--- src/rtl/kdtree_stream_loader_if.sv ---
// Stream-side and storage-side signals of the kd-tree load sequencer.
// The master modport is the loader; the slave modport is its environment.
interface kdtree_stream_loader_if #(
  parameter int DATA_WIDTH = 11,
  parameter int IDX_WIDTH  = 9,
  parameter int PATCH_SIZE = 5,
  parameter int LEAF_SIZE  = 8,
  parameter int NUM_LEAVES = 64,
  parameter int NUM_QUERYS = 494
);
  localparam int NUM_NODES   = NUM_LEAVES - 1;
  localparam int LEAF_ADDRW  = $clog2(NUM_LEAVES);
  localparam int NODE_ADDRW  = $clog2(NUM_NODES);
  localparam int QUERY_ADDRW = $clog2(NUM_QUERYS);
  localparam int SLOTW       = $clog2(LEAF_SIZE);
  localparam int PATCHW      = PATCH_SIZE * DATA_WIDTH;

  logic                   load_kdtree;
  logic                   load_query;
  logic                   in_valid;
  logic [DATA_WIDTH-1:0]  in_data;
  logic                   in_ready;
  logic                   node_wen;
  logic [NODE_ADDRW-1:0]  node_waddr;
  logic [DATA_WIDTH-1:0]  node_dim;
  logic [DATA_WIDTH-1:0]  node_median;
  logic                   leaf_wen;
  logic [LEAF_ADDRW-1:0]  leaf_waddr;
  logic [SLOTW-1:0]       leaf_slot;
  logic [PATCHW-1:0]      leaf_wdata;
  logic [IDX_WIDTH-1:0]   leaf_widx;
  logic                   query_wen;
  logic [QUERY_ADDRW-1:0] query_waddr;
  logic [PATCHW-1:0]      query_wdata;
  logic                   busy;
  logic                   tree_loaded;
  logic                   query_loaded;
  logic                   cmd_err;

  modport master (
    input  load_kdtree, load_query, in_valid, in_data,
    output in_ready,
    output node_wen, node_waddr, node_dim, node_median,
    output leaf_wen, leaf_waddr, leaf_slot, leaf_wdata, leaf_widx,
    output query_wen, query_waddr, query_wdata,
    output busy, tree_loaded, query_loaded, cmd_err
  );

  modport slave (
    output load_kdtree, load_query, in_valid, in_data,
    input  in_ready,
    input  node_wen, node_waddr, node_dim, node_median,
    input  leaf_wen, leaf_waddr, leaf_slot, leaf_wdata, leaf_widx,
    input  query_wen, query_waddr, query_wdata,
    input  busy, tree_loaded, query_loaded, cmd_err
  );
endinterface

--- src/rtl/kdtree_stream_loader.sv ---
// Load sequencer: turns the single-word input stream into node, leaf-patch and
// query-patch write transactions (full load or queries-only reload).
module kdtree_stream_loader #(
  parameter int DATA_WIDTH = 11,
  parameter int IDX_WIDTH  = 9,
  parameter int PATCH_SIZE = 5,
  parameter int LEAF_SIZE  = 8,
  parameter int NUM_LEAVES = 64,
  parameter int NUM_QUERYS = 494
) (
  input logic                  clk,
  input logic                  rst,
  kdtree_stream_loader_if.master io
);
  localparam int NUM_NODES   = NUM_LEAVES - 1;
  localparam int LEAF_ADDRW  = $clog2(NUM_LEAVES);
  localparam int NODE_ADDRW  = $clog2(NUM_NODES);
  localparam int QUERY_ADDRW = $clog2(NUM_QUERYS);
  localparam int SLOTW       = $clog2(LEAF_SIZE);
  localparam int ELEMW       = $clog2(PATCH_SIZE + 1);
  localparam int ITEMW_NL    = (NODE_ADDRW > LEAF_ADDRW) ? NODE_ADDRW : LEAF_ADDRW;
  localparam int ITEMW       = (ITEMW_NL > QUERY_ADDRW) ? ITEMW_NL : QUERY_ADDRW;
  localparam int PATCHW      = PATCH_SIZE * DATA_WIDTH;

  typedef enum logic [1:0] {
    S_IDLE,
    S_NODES,
    S_LEAVES,
    S_QUERIES
  } state_t;

  state_t                 r_state;
  logic [ELEMW-1:0]       r_elem;
  logic [SLOTW-1:0]       r_slot;
  logic [ITEMW-1:0]       r_item;
  logic [PATCHW-1:0]      r_shift;

  logic                   r_node_wen;
  logic [NODE_ADDRW-1:0]  r_node_waddr;
  logic [DATA_WIDTH-1:0]  r_node_dim;
  logic [DATA_WIDTH-1:0]  r_node_median;
  logic                   r_leaf_wen;
  logic [LEAF_ADDRW-1:0]  r_leaf_waddr;
  logic [SLOTW-1:0]       r_leaf_slot;
  logic [PATCHW-1:0]      r_leaf_wdata;
  logic [IDX_WIDTH-1:0]   r_leaf_widx;
  logic                   r_query_wen;
  logic [QUERY_ADDRW-1:0] r_query_waddr;
  logic [PATCHW-1:0]      r_query_wdata;
  logic                   r_tree_loaded;
  logic                   r_query_loaded;
  logic                   r_cmd_err;

  logic w_busy;
  logic w_accept;
  logic w_node_last;
  logic w_leaf_last;
  logic w_slot_last;
  logic w_query_last;

  assign w_busy       = (r_state != S_IDLE);
  assign w_accept     = w_busy && io.in_valid;
  assign w_node_last  = (r_item == ITEMW'(NUM_NODES - 1));
  assign w_slot_last  = (r_slot == SLOTW'(LEAF_SIZE - 1));
  assign w_leaf_last  = (r_item == ITEMW'(NUM_LEAVES - 1)) && w_slot_last;
  assign w_query_last = (r_item == ITEMW'(NUM_QUERYS - 1));

  always_ff @(posedge clk or posedge rst) begin
    if (rst) begin
      r_state        <= S_IDLE;
      r_elem         <= '0;
      r_slot         <= '0;
      r_item         <= '0;
      r_shift        <= '0;
      r_node_wen     <= 1'b0;
      r_node_waddr   <= '0;
      r_node_dim     <= '0;
      r_node_median  <= '0;
      r_leaf_wen     <= 1'b0;
      r_leaf_waddr   <= '0;
      r_leaf_slot    <= '0;
      r_leaf_wdata   <= '0;
      r_leaf_widx    <= '0;
      r_query_wen    <= 1'b0;
      r_query_waddr  <= '0;
      r_query_wdata  <= '0;
      r_tree_loaded  <= 1'b0;
      r_query_loaded <= 1'b0;
      r_cmd_err      <= 1'b0;
    end else begin
      r_node_wen  <= 1'b0;
      r_leaf_wen  <= 1'b0;
      r_query_wen <= 1'b0;

      if (r_state == S_IDLE) begin
        if (io.load_kdtree) begin
          r_state        <= S_NODES;
          r_tree_loaded  <= 1'b0;
          r_query_loaded <= 1'b0;
          r_elem         <= '0;
          r_slot         <= '0;
          r_item         <= '0;
        end else if (io.load_query) begin
          if (r_tree_loaded) begin
            r_state        <= S_QUERIES;
            r_query_loaded <= 1'b0;
            r_elem         <= '0;
            r_slot         <= '0;
            r_item         <= '0;
          end else begin
            r_cmd_err <= 1'b1;
          end
        end
      end else if (io.load_kdtree || io.load_query) begin
        r_cmd_err <= 1'b1;
      end

      // Words enter at the top so element 0 lands in the LSBs once a patch is in;
      // during NODES the top slot doubles as the holding register for dim.
      if (w_accept) begin
        r_shift <= {io.in_data, r_shift[PATCHW-1:DATA_WIDTH]};
        case (r_state)
          S_NODES: begin
            if (r_elem == '0) begin
              r_elem <= ELEMW'(1);
            end else begin
              r_elem        <= '0;
              r_node_wen    <= 1'b1;
              r_node_waddr  <= r_item[NODE_ADDRW-1:0];
              r_node_dim    <= r_shift[PATCHW-1 -: DATA_WIDTH];
              r_node_median <= io.in_data;
              if (w_node_last) begin
                r_state <= S_LEAVES;
                r_item  <= '0;
                r_slot  <= '0;
              end else begin
                r_item <= r_item + 1'b1;
              end
            end
          end
          S_LEAVES: begin
            if (r_elem != ELEMW'(PATCH_SIZE)) begin
              r_elem <= r_elem + 1'b1;
            end else begin
              r_elem       <= '0;
              r_leaf_wen   <= 1'b1;
              r_leaf_waddr <= r_item[LEAF_ADDRW-1:0];
              r_leaf_slot  <= r_slot;
              r_leaf_wdata <= r_shift;
              r_leaf_widx  <= io.in_data[IDX_WIDTH-1:0];
              if (w_leaf_last) begin
                r_state       <= S_QUERIES;
                r_tree_loaded <= 1'b1;
                r_item        <= '0;
                r_slot        <= '0;
              end else if (w_slot_last) begin
                r_slot <= '0;
                r_item <= r_item + 1'b1;
              end else begin
                r_slot <= r_slot + 1'b1;
              end
            end
          end
          S_QUERIES: begin
            if (r_elem != ELEMW'(PATCH_SIZE - 1)) begin
              r_elem <= r_elem + 1'b1;
            end else begin
              r_elem        <= '0;
              r_query_wen   <= 1'b1;
              r_query_waddr <= r_item[QUERY_ADDRW-1:0];
              r_query_wdata <= {io.in_data, r_shift[PATCHW-1:DATA_WIDTH]};
              if (w_query_last) begin
                r_state        <= S_IDLE;
                r_query_loaded <= 1'b1;
                r_item         <= '0;
              end else begin
                r_item <= r_item + 1'b1;
              end
            end
          end
          default: ;
        endcase
      end
    end
  end

  assign io.in_ready     = w_accept;
  assign io.busy         = w_busy;
  assign io.node_wen     = r_node_wen;
  assign io.node_waddr   = r_node_waddr;
  assign io.node_dim     = r_node_dim;
  assign io.node_median  = r_node_median;
  assign io.leaf_wen     = r_leaf_wen;
  assign io.leaf_waddr   = r_leaf_waddr;
  assign io.leaf_slot    = r_leaf_slot;
  assign io.leaf_wdata   = r_leaf_wdata;
  assign io.leaf_widx    = r_leaf_widx;
  assign io.query_wen    = r_query_wen;
  assign io.query_waddr  = r_query_waddr;
  assign io.query_wdata  = r_query_wdata;
  assign io.tree_loaded  = r_tree_loaded;
  assign io.query_loaded = r_query_loaded;
  assign io.cmd_err      = r_cmd_err;
endmodule

--- src/flat_wrapper.sv ---
// flat-port wrapper written by rule: the top's interface ports become plain ports
module kdtree_stream_loader_flat 
#(
  parameter int DATA_WIDTH = 11,
  parameter int IDX_WIDTH  = 9,
  parameter int PATCH_SIZE = 5,
  parameter int LEAF_SIZE  = 8,
  parameter int NUM_LEAVES = 64,
  parameter int NUM_QUERYS = 494
)
  (clk, rst, io_load_kdtree, io_load_query, io_in_valid, io_in_data, io_in_ready, io_node_wen, io_node_waddr, io_node_dim, io_node_median, io_leaf_wen, io_leaf_waddr, io_leaf_slot, io_leaf_wdata, io_leaf_widx, io_query_wen, io_query_waddr, io_query_wdata, io_busy, io_tree_loaded, io_query_loaded, io_cmd_err);
  kdtree_stream_loader_if #(.DATA_WIDTH(DATA_WIDTH), .IDX_WIDTH(IDX_WIDTH), .PATCH_SIZE(PATCH_SIZE), .LEAF_SIZE(LEAF_SIZE), .NUM_LEAVES(NUM_LEAVES), .NUM_QUERYS(NUM_QUERYS)) io_i ();
  input logic clk;
  input logic rst;
  input wire logic [$bits(io_i.load_kdtree)-1:0] io_load_kdtree;
  input wire logic [$bits(io_i.load_query)-1:0] io_load_query;
  input wire logic [$bits(io_i.in_valid)-1:0] io_in_valid;
  input wire logic [$bits(io_i.in_data)-1:0] io_in_data;
  output wire logic [$bits(io_i.in_ready)-1:0] io_in_ready;
  output wire logic [$bits(io_i.node_wen)-1:0] io_node_wen;
  output wire logic [$bits(io_i.node_waddr)-1:0] io_node_waddr;
  output wire logic [$bits(io_i.node_dim)-1:0] io_node_dim;
  output wire logic [$bits(io_i.node_median)-1:0] io_node_median;
  output wire logic [$bits(io_i.leaf_wen)-1:0] io_leaf_wen;
  output wire logic [$bits(io_i.leaf_waddr)-1:0] io_leaf_waddr;
  output wire logic [$bits(io_i.leaf_slot)-1:0] io_leaf_slot;
  output wire logic [$bits(io_i.leaf_wdata)-1:0] io_leaf_wdata;
  output wire logic [$bits(io_i.leaf_widx)-1:0] io_leaf_widx;
  output wire logic [$bits(io_i.query_wen)-1:0] io_query_wen;
  output wire logic [$bits(io_i.query_waddr)-1:0] io_query_waddr;
  output wire logic [$bits(io_i.query_wdata)-1:0] io_query_wdata;
  output wire logic [$bits(io_i.busy)-1:0] io_busy;
  output wire logic [$bits(io_i.tree_loaded)-1:0] io_tree_loaded;
  output wire logic [$bits(io_i.query_loaded)-1:0] io_query_loaded;
  output wire logic [$bits(io_i.cmd_err)-1:0] io_cmd_err;
  assign io_i.load_kdtree = io_load_kdtree;
  assign io_i.load_query = io_load_query;
  assign io_i.in_valid = io_in_valid;
  assign io_i.in_data = io_in_data;
  assign io_in_ready = io_i.in_ready;
  assign io_node_wen = io_i.node_wen;
  assign io_node_waddr = io_i.node_waddr;
  assign io_node_dim = io_i.node_dim;
  assign io_node_median = io_i.node_median;
  assign io_leaf_wen = io_i.leaf_wen;
  assign io_leaf_waddr = io_i.leaf_waddr;
  assign io_leaf_slot = io_i.leaf_slot;
  assign io_leaf_wdata = io_i.leaf_wdata;
  assign io_leaf_widx = io_i.leaf_widx;
  assign io_query_wen = io_i.query_wen;
  assign io_query_waddr = io_i.query_waddr;
  assign io_query_wdata = io_i.query_wdata;
  assign io_busy = io_i.busy;
  assign io_tree_loaded = io_i.tree_loaded;
  assign io_query_loaded = io_i.query_loaded;
  assign io_cmd_err = io_i.cmd_err;
  kdtree_stream_loader #(.DATA_WIDTH(DATA_WIDTH), .IDX_WIDTH(IDX_WIDTH), .PATCH_SIZE(PATCH_SIZE), .LEAF_SIZE(LEAF_SIZE), .NUM_LEAVES(NUM_LEAVES), .NUM_QUERYS(NUM_QUERYS)) u_core (.clk(clk), .rst(rst), .io(io_i));
endmodule
--- config.mk ---
export PLATFORM = sky130hd
export DESIGN_NAME = kdtree_stream_loader_flat
export DESIGN_NICKNAME = d
export VERILOG_FILES = /design/src/rtl/kdtree_stream_loader_if.sv /design/src/rtl/kdtree_stream_loader.sv /design/src/flat_wrapper.sv
export SDC_FILE = /design/constraint.sdc
export NUM_CORES = 1
export LEC_CHECK = 0
export CAP_MARGIN = 5
export CORE_UTILIZATION = 30
export CTS_BUF_LIST = sky130_fd_sc_hd__clkbuf_16
export DETAILED_ROUTE_END_ITERATION = 10
export SYNTH_ARGS = -nofsm -noshare
export SYNTH_HDL_FRONTEND = slang
export SYNTH_SLANG_ARGS = --single-unit
--- constraint.sdc ---
create_clock -name clk -period 10 [get_ports clk]
set_input_delay 1.5 -clock clk [delete_from_list [all_inputs] [get_ports clk]]
set_output_delay 1.5 -clock clk [all_outputs]
set_load 0.05 [all_outputs]
==> summary.md <==
| Metric | Value |
|---|---|
| Top-count cell post-synth | `dfrtp_1` |
| DR WL met3 | `1530 um` |
| Worst reg-to-reg path cell count | `7` |
| Syn Nets | `645` |
| Hpwl dp | `14,100 um` |
| Commonest cells in the netlist | `dfrtp_1 (243), mux2_2 (202), buf_2 (21)` |
| Via count | `5,719` |
| Die width | `181 um` |
| Final-report max-slew violation count | `0` |
| Power per cell area | `232 mW/mm2` |
| Syn Area/Cell | `15.6 um2` |
| Number of setup violations in the final report | `0` |
| Area leader, netlist | `dfrtp_1` |
| Min-delay worst type | `reg -> reg` |
| Slew @ Worst Pin | `1.06 ns` |
| Crit path top cell by count | `clkdlybuf4s50_1` |
| Total Power | `2960 uW` |
| Sw Share | `0.319` |
| Post-synth ARST share | `1.00` |
| Number of synthesized register bits | `243` |
| Worst Skew | `0.00621 ns` |
| Routed wl met2 | `9700 um` |
| Worst Min Path Start | `u_core.io.cmd_err` |
| Sequential power share | `0.450` |
| Setup slack, reg-to-reg | `6.54 ns` |
| Share of layout cells above drive strength 1 | `0.322` |
| Fmax | `0.193 GHz` |
| Routed wire length | `22,100 um` |
| Largest net degree at the start of global routing | `109` |
| All-Layer GR Usage | `0.138` |
| Combinational group share of total power | `0.225` |
| R2R Path End | `u_core.io.leaf_widx[6]` |
| Starting Density | `0.305` |
| Clock root buffer | `clkbuf_16` |
| Clk_lat worst skew | `0.53 ns` |
| Clock power frac | `0.325` |
| CTS tree | `done` |
| Reg clk slew, reported paths | `0.05 ns` |
| Min Tclk post-route | `5.19 ns` |
| IO Pins | `189` |
| WP data required | `8.50 ns` |
| Detailed Routing Iterations Pass 1 | `4` |
| Hold slack | `0.489 ns` |
| Commonest register cell after synthesis | `dfrtp_1` |
| Sequential element share of the synthesized area | `0.631` |
| Post-synth EDFFs | `0` |
| Synth top area cells | `dfrtp_1 (63%), mux2_2 (24%), mux2_4 (2.3%)` |
| Crit Path Category | `in -> out` |
| Max layer used | `met5` |
| CP max-delay cell | `clkdlybuf4s50_1` |
| Row cnt | `65` |
| Worst relative slew slack | `0.292` |
| Setup tns final | `0 ns` |
| Max IR drop VDD | `0.120 mV` |
| Final Hold Viols | `0` |
| CP Cell Sequence | `clkdlybuf4s50_1 -> nor2b_4 -> buf_4 -> clkdlybuf4s50_1` |
| Clk sink count | `243` |
| Period utilization | `0.519` |
| Core box area | `0.0316 mm2` |
| GP Congestion | `0.782` |
| H-tree levels | `1` |
| Data arrival, critical path | `3.69 ns` |
| DRT iter0 DRCs | `199` |
| Vias in the first global route | `6,169` |
| Max Cap Viol | `0` |
| RSZ-0062 raised after global routing | `no` |
| P_sw | `944 uW` |
| Crit end category | `output pin` |
| Die Area | `0.0328 mm2` |
| First-pass GRT wire length | `36,200 um` |
| Area grow syn2layout | `32.2%` |
| Floorplan die height | `181 um` |
| Post-CTS Setup Bufs | `0` |
| Detail Route Antenna Nets | `0` |
| Cell area after synthesis | `0.00964 mm2` |
| Syn. warnings | `0` |
| Yosys top cell area share | `0.631` |
| Crit-path max cell delay | `0.95 ns` |
| Cts hold-fix bufs | `0` |
| Crit path max fanout | `61` |
| Fin nets | `838` |
| ANT cells | `0` |
| Outcome | `complete, no violations` |
| WL met1 | `10,300 um` |
| DRC viols | `0` |
| Hold path endpoint | `u_core.io.cmd_err` |
| Hold path cells | `1` |
| Routed WL per cell | `17.9 um` |
| Initial antenna violation count | `1` |
| CTS buffer count | `28` |
| R2r startpoint | `u_core.r_state[0]` |
| Max clock buf depth | `3` |
| Cell-internal power | `2010 uW` |
| Mapped Cells | `616` |
| Crit start category | `primary input` |
| DR vias/cell | `4.65` |
| Unique cell type count in the Yosys netlist | `43` |
| Port-buffer cells | `188` |
| Fillers | `2,954` |
| Total congestion overflow | `0` |
| CTS resizes | `0` |
| Pleak | `0.00578 uW` |
-- registers in the layout, summed over array words and instances, names as in the netlist, 9 cells and up --
name / cells
u_core.io.leaf_wdata: 55
u_core.io.leaf_widx: 9
u_core.io.query_waddr: 9
u_core.io.node_dim: 11
u_core.r_shift: 55
u_core.r_item: 9
u_core.io.query_wdata: 55
u_core.io.node_median: 11
-- worst max path at each step --
| stage | slack, ns | startpoint | to |
|---|---|---|---|
| global route | 4.69 | io_in_valid | io_in_ready |
| CTS | 4.71 | io_in_valid | io_in_ready |
| detailed placement | 4.71 | io_in_valid | io_in_ready |
| floorplan | 1.83 | rst | u_core.io.cmd_err |
| global placement | 4.71 | io_in_valid | io_in_ready |
| finish | 4.81 | io_in_valid | io_in_ready |
-- kinds of logic after synthesis --
group / after synthesis / synth area share
simple gates: 54 / 0.0297
fa+ha+maj: 13 / 0.0169
flops: 243 / 0.631
buf+inv: 42 / 0.0251
compound gates: 39 / 0.0303
xor+xnor: 7 / 0.00636
mux: 218 / 0.261
-- per-layer routing --
| layer | track usage | vias up |
|---|---|---|
| met2 | 0.211 | 155 |
| met4 | 0.0346 | 2 |
| met1 | 0.191 | 2936 |
| li1 | - | 2592 |
| met5 | 0 | - |
| met3 | 0.0427 | 34 |
-- power by group through the flow --
stage,Clock (uW),Combinational (uW),Sequential [uW]
global route,1030,715,1370
floorplan,0,327,1440
finish,961,666,1330
detailed placement,0,672,1350
global placement,0,666,1340
CTS,994,676,1330
-- per-stage QoR --
step	instance area, um2	utilization	setup slack (ns)	instances
2_1_floorplan	9640	-	1.83	616
3_3_place_gp	11900	0.376	4.71	1181
3_5_place_dp	11900	0.376	4.71	1181
4_1_cts	12700	0.404	4.71	1230
5_1_grt	12700	0.404	4.69	1230
6_report	12700	0.404	4.81	1230
-- worst max-delay path, delay by kind of cell --
kind	cells	cell delay, ns
buf+inv	3	2.03
simple gates	1	0.13
-- cell usage in the layout (no fill, tap or decap), types with 2 or more instances in the layout --
cell             count
o2bb2ai_1            9
nor2b_1              2
clkdlybuf4s50_1    188
buf_4                5
nor3_1               4
and3_1               4
nand2_1             17
a32o_1               2
nand2b_1             3
nand4_1              3
a22o_1               3
a211oi_1             2
and2_1               2
a21oi_1              3
ha_1                13
clkbuf_16           29
clkinv_1             3
inv_1               18
bufinv_16            2
xnor2_1              2
o21ai_0             10
mux2_4              15
xor2_1               5
clkinv_2             8
nand3_1              4
nor2_1               7
dfrtp_1            243
mux2_2             202
-- final cells by class --
cell class	instances	area, um2	share of cell area
repair buffers	193	1920	0.151
multi-input cells	331	3320	0.261
flip-flops and latches	243	6080	0.477
inverters	12	52.6	0.00412
well taps	402	503	0.0395
clock inverters	20	138	0.0108
clock buffers	29	726	0.0570
Note: power is estimated with default switching activity, not from simulation.
